`src/rtl/eeprom_burst_seq.sv`:
```
// Burst sequencer in front of at24c02_ctl: buffers write bursts, splits them at page
// boundaries, feeds the controller one segment at a time and buffers read data.
module eeprom_burst_seq #(
   parameter int ADDR_W     = 11,
   parameter int LEN_W      = 4,
   parameter int PAGE_BYTES = 8
) (
   input  logic              clk,
   input  logic              rst,
   input  logic              cmd_valid,
   output logic              cmd_ready,
   input  logic              cmd_wr,
   input  logic [ADDR_W-1:0] cmd_addr,
   input  logic [LEN_W-1:0]  cmd_len,
   input  logic [7:0]        wdata,
   input  logic              wdata_valid,
   output logic              wdata_ready,
   output logic [7:0]        rdata,
   output logic              rdata_valid,
   input  logic              rdata_ready,
   output logic              busy,
   output logic              done,
   output logic [ADDR_W-1:0] ctl_address,
   output logic [7:0]        ctl_din,
   output logic              ctl_wr_en,
   output logic              ctl_parent_ready,
   output logic              ctl_last,
   input  logic [7:0]        ctl_dout,
   input  logic              ctl_ready
);

   localparam int DEPTH = 1 << LEN_W;
   localparam int CW    = LEN_W + 1;
   localparam logic [CW-1:0]     ONE      = CW'(1);
   localparam logic [LEN_W-1:0]  PTR_ONE  = LEN_W'(1);
   localparam logic [ADDR_W-1:0] PAGE_MSK = ADDR_W'(PAGE_BYTES - 1);

   // Handshakes: a transfer happens on a rising clk edge where valid and ready are both 1;
   // ready may depend combinationally on the request fields, valid never depends on ready.
   typedef enum logic [2:0] {
      S_IDLE,
      S_FILL,
      S_XFER,
      S_GAP,
      S_DONE
   } state_t;

   state_t state, state_d;

   logic [ADDR_W-1:0] addr_q;
   logic              wr_q;
   logic [CW-1:0]     rem_q;
   logic [CW-1:0]     fill_q;
   logic [CW-1:0]     sent_q;

   logic [7:0]        wmem [DEPTH];
   logic [LEN_W-1:0]  w_wr_ptr, w_rd_ptr;

   logic [7:0]        rmem [DEPTH];
   logic [LEN_W-1:0]  r_wr_ptr, r_rd_ptr;
   logic [CW-1:0]     r_cnt;

   logic [CW-1:0]     page_off, room, seg, need, r_free;
   logic              is_last, hs, cmd_fire;
   logic              w_push, w_pop, r_push, r_pop, fill_last;

   // Segment bounds come from the registered address/remaining, which only move in GAP.
   assign page_off = CW'(addr_q & PAGE_MSK);
   assign room     = CW'(PAGE_BYTES) - page_off;
   assign seg      = (wr_q && (room < rem_q)) ? room : rem_q;
   assign is_last  = (sent_q == (seg - ONE));

   assign need     = {1'b0, cmd_len} + ONE;
   assign r_free   = CW'(DEPTH) - r_cnt;
   assign cmd_ready = !rst && (state == S_IDLE) && (cmd_wr || (r_free >= need));
   assign cmd_fire = cmd_valid && cmd_ready;

   assign hs        = (state == S_XFER) && ctl_ready;
   assign w_push    = (state == S_FILL) && wdata_valid;
   assign fill_last = w_push && (fill_q == (rem_q - ONE));
   assign w_pop     = hs && wr_q;
   assign r_push    = hs && !wr_q;

   assign rdata_valid = (r_cnt != '0);
   assign r_pop       = rdata_valid && rdata_ready;
   assign rdata       = rdata_valid ? rmem[r_rd_ptr] : 8'h00;

   always_comb begin
      state_d          = state;
      busy             = (state != S_IDLE);
      done             = 1'b0;
      wdata_ready      = 1'b0;
      ctl_parent_ready = 1'b0;
      ctl_address      = '0;
      ctl_wr_en        = 1'b0;
      ctl_din          = 8'h00;
      ctl_last         = 1'b0;
      case (state)
         S_IDLE: begin
            if (cmd_fire) state_d = cmd_wr ? S_FILL : S_XFER;
         end
         S_FILL: begin
            wdata_ready = 1'b1;
            if (fill_last) state_d = S_XFER;
         end
         S_XFER: begin
            ctl_parent_ready = 1'b1;
            ctl_address      = addr_q;
            ctl_wr_en        = wr_q;
            ctl_din          = wr_q ? wmem[w_rd_ptr] : 8'h00;
            ctl_last         = is_last;
            if (hs && is_last) state_d = S_GAP;
         end
         S_GAP: begin
            state_d = (rem_q == seg) ? S_DONE : S_XFER;
         end
         S_DONE: begin
            done    = 1'b1;
            state_d = S_IDLE;
         end
         default: state_d = S_IDLE;
      endcase
   end

   always_ff @(posedge clk) begin
      if (rst) begin
         state    <= S_IDLE;
         addr_q   <= '0;
         wr_q     <= 1'b0;
         rem_q    <= '0;
         fill_q   <= '0;
         sent_q   <= '0;
         w_wr_ptr <= '0;
         w_rd_ptr <= '0;
         r_wr_ptr <= '0;
         r_rd_ptr <= '0;
         r_cnt    <= '0;
      end else begin
         state <= state_d;
         if (cmd_fire) begin
            addr_q <= cmd_addr;
            wr_q   <= cmd_wr;
            rem_q  <= need;
            fill_q <= '0;
            sent_q <= '0;
         end
         if (w_push) begin
            fill_q   <= fill_q + ONE;
            w_wr_ptr <= w_wr_ptr + PTR_ONE;
         end
         if (w_pop) w_rd_ptr <= w_rd_ptr + PTR_ONE;
         if (hs) sent_q <= sent_q + ONE;
         if (state == S_GAP) begin
            addr_q <= addr_q + ADDR_W'(seg);
            rem_q  <= rem_q - seg;
            sent_q <= '0;
         end
         if (r_push) r_wr_ptr <= r_wr_ptr + PTR_ONE;
         if (r_pop)  r_rd_ptr <= r_rd_ptr + PTR_ONE;
         case ({r_push, r_pop})
            2'b10:   r_cnt <= r_cnt + ONE;
            2'b01:   r_cnt <= r_cnt - ONE;
            default: r_cnt <= r_cnt;
         endcase
      end
   end

   // Storage arrays carry no reset; emptiness is tracked by the pointers and count.
   always_ff @(posedge clk) begin
      if (w_push) wmem[w_wr_ptr] <= wdata;
      if (r_push) rmem[r_wr_ptr] <= ctl_dout;
   end

endmodule

```
`config.mk`:
```
export PLATFORM = sky130hd
export DESIGN_NAME = eeprom_burst_seq
export DESIGN_NICKNAME = d
export VERILOG_FILES = /design/src/rtl/eeprom_burst_seq.sv
export SDC_FILE = /design/constraint.sdc
export NUM_CORES = 1
export LEC_CHECK = 0
export CAP_MARGIN = 25
export CORE_UTILIZATION = 60
export CTS_CLUSTER_DIAMETER = 60
export DETAILED_ROUTE_END_ITERATION = 8
export GPL_TIMING_DRIVEN = 1
export PLACE_DENSITY_LB_ADDON = 0.25
export SYNTH_ARGS = -nofsm -noshare
export SYNTH_HDL_FRONTEND = slang
export SYNTH_SLANG_ARGS = --single-unit
```
`constraint.sdc`:
```
create_clock -name clk -period 4.2 [get_ports clk]
set_clock_uncertainty 0.15 [all_clocks]
set_input_delay 0.63 -clock clk [delete_from_list [all_inputs] [get_ports clk]]
set_output_delay 0.63 -clock clk [all_outputs]
set_load 0.05 [all_outputs]
```
==> metrics.cfg <==
[global_routing]
use_met2=0.428
grt_pass1_vias=7919
overflow=0
busiest_layer=met2
gr-usage-met3=0.0386
grt_usage=0.256
grt_pass1_wl_mm=45.3
antenna_found_initial=0
grt_max_degree=52
met1_usage=0.360

[synthesis]
async_reset_ff_frac=0
ys_dominant_reg_cell=edfxtp_1
netlist_area_sq_um=13700
synth.largest_area_cell=edfxtp_1
yosysWarnings=0
synth.area.top_cells=edfxtp_1 56%, mux4_2 13%, dfxtp_1 8.6%
ys_seq_area_frac=0.648
netlist-cell-type-count=65
yosys.area.top_type_share=0.562
avgSynthCellArea_sq_um=15.7
postSynthCellCount=873
ys_ff_latch=315
synth_edf_count=256
synth.net_count=953

[sta]
worstMarginPinSlew_ns=0.955
hold_viol_final=0
fin_crit_ns=4.27
setup_viol=1
fin_tns_setup_ns=-0.0684
slew_headroom=0.361
layout_setup_ws_ns=-0.0684
fmax_mhz=234
timing.final.crit_share=1.02
grt_setup_unrepaired=yes
drv_slew=0

[setup_path]
regToRegStartpoint=addr_q[1]
endpoint=ctl_last
cp.arrival_ns=3.49
start_kind=flip-flop
rrSetupSlack_ns=0.32
cp_max_fo=4
crit_path_end_kind=output port
worst_ep_required_time_ns=3.42
r2r_cells=20
crit_start=addr_q[1]
reg2reg_to=addr_q[8]
critPathKind=reg2out

[finish]
nNetsFinal=1055
antenna_cells=0
fillers=1378
finalNonFillerCells=1278
final_common_cell=edfxtp_1
design_area_sq_um=16000
seq_area_sq_um=8880
drive_gt1_frac=0.203
final_cell_mix=256 x edfxtp_1, 80 x mux4_2, 72 x nor2_1
syn_to_final_growth_pct=16.8
multi_input_area_sq_um=4580

[cts]
holdBufCountCts=0
insertion_delay_ns=0.56
root_buffer=clkbuf_16
cts_tree=built
clockBufferDepth=3
clock_sinks=315
numCtsBuffers=31
cts_htree_levels=1
cts.clk_slew.worst_paths_ns=0.06

[routing]
wirelength_mm=29.2
wire_per_inst_um=22.8
drtPass1Iterations=5
num_vias=7919
drtIter0Drc=729
route.detailed.drc=0
avgViaCountPerCell=6.20
ant_nets=0

[placed_design]
place.gp.congestion=0.885
preCtsSetupSlack_ns=-0.0303
dp_cells=1215
dp_hpwl_mm=18.3
port-buffer-count=72
place_area_sq_um=14800

[floorplan]
std_cell_rows=54
io_pins=73
coreArea_sq_um=22100
die-width_um=153
start_util=0.619
die-area_sq_um=23400
die_height_um=153

[hold_path]
hold_path.startpoint=w_rd_ptr[3]
hold_path_class=reg2reg

[outcome]
status=finished with violations
violations=negative setup slack

[run]
cap_violations=0

[power_and_ir_drop]
powerDensity_nw_per_um2=502
ir_worst_vdd_mv=0.377
p_leak_nw=5.31

## cells by family (layout without fill, tap and decap cells)
kind of cell / Yosys count / count (layout) / synth area share
AND/OR/NAND/NOR: 219 / 219 / 0.0787
flip-flops: 315 / 315 / 0.648
XOR/XNOR: 36 / 36 / 0.0231
AO/OA/AOI/OAI: 99 / 99 / 0.0478
buffers and inverters: 76 / 201 / 0.0257
multiplexers: 86 / 86 / 0.136
adder cells (fa/ha/maj): 42 / 42 / 0.0401
## through the flow
step / total power (W) / hold slack (ns) / util
floorplan: 0.00481 / 0.298 / -
global placement: 0.00522 / 0.320 / 0.670
detailed placement: 0.00525 / 0.336 / 0.670
CTS: 0.00801 / 0.348 / 0.721
global route: 0.00833 / 0.367 / 0.723
finish: 0.00802 / 0.344 / 0.723
## report_power, final
group          switching (W)  internal (W)  total, W
clock                0.00117       0.00150   0.00268
sequential         0.0000954       0.00345   0.00355
combinational       0.000976      0.000816   0.00179
## metal layers
metal | part of all wire | vias up
li1 | - | 3553
met1 | 0.41 | 3940
met2 | 0.50 | 383
met3 | 0.072 | 43
met4 | 0.017 | 0
met5 | 0 | -
## sequential cells by signal (all words and copies together) (netlist names), named ones only
signal / cells
addr_q: 11
r_rd_ptr: 4
state: 3
fill_q: 5
w_wr_ptr: 4
sent_q: 5
wr_q: 1
rem_q: 5
w_rd_ptr: 4
r_wr_ptr: 4
rmem: 128
r_cnt: 5
wmem: 128
## worst max-delay path, stage by stage, from the launching register on
cell and delay, ns:
dfxtp_2 0.33, inv_2 0.06, ha_4 0.17, xnor2_4 0.20
ha_4 0.25, a21oi_4 0.14, o21ai_4 0.08, a21oi_4 0.21
nor2_1 0.07, a21o_1 0.18, inv_2 0.08, ha_4 0.14
inv_2 0.04, a2111o_1 0.30, a21boi_2 0.14, mux2i_2 0.11
nor3b_4 0.26, buf_12 0.17
## area by class of cell
| class | count | area share |
|---|---|---|
| Clock inverter | 22 | 0.0124 |
| Clock buffer | 34 | 0.0499 |
| Sequential cell | 315 | 0.556 |
| Tap cell | 280 | 0.0219 |
| Multi-Input combinational cell | 482 | 0.287 |
| Timing Repair Buffer | 112 | 0.0657 |
| Inverter | 33 | 0.00776 |
## worst min path at each step
stage | to | slack (ns) | cells past startpoint
after global routing | sent_q[4] | 0.37 | 1
after detailed placement | flip-flop | 0.34 | 2
after CTS | w_rd_ptr[3] | 0.35 | 2
after global placement | r_cnt[4] | 0.32 | 2
after floorplan | sent_q[4] | 0.30 | 1
final | w_rd_ptr[3] | 0.34 | 2
## synth_stat cells (5+ instances only)
library cell	instances
edfxtp_1	256
mux4_2	80
nor2_1	73
dfxtp_1	59
nand2_1	44
ha_1	39
a21oi_1	36
inv_1	32
and2_1	23
xor2_1	20
clkbuf_1	16
nand3_1	16
xnor2_1	16
nor3_1	15
nor2b_1	12
o21ai_0	12
buf_1	10
buf_4	8
a21o_1	7
mux2i_1	6
nand2b_1	6
a311oi_1	5
buf_2	5
nand4_1	5
## timing repair
item / 4_1_cts / 5_1_grt
setup endpoints to repair: 2 / 9
pin swaps: 7 / 3
buffers inserted: 5 / 2
resized for setup: 18 / 6
Power figures use the tool's default switching activity.
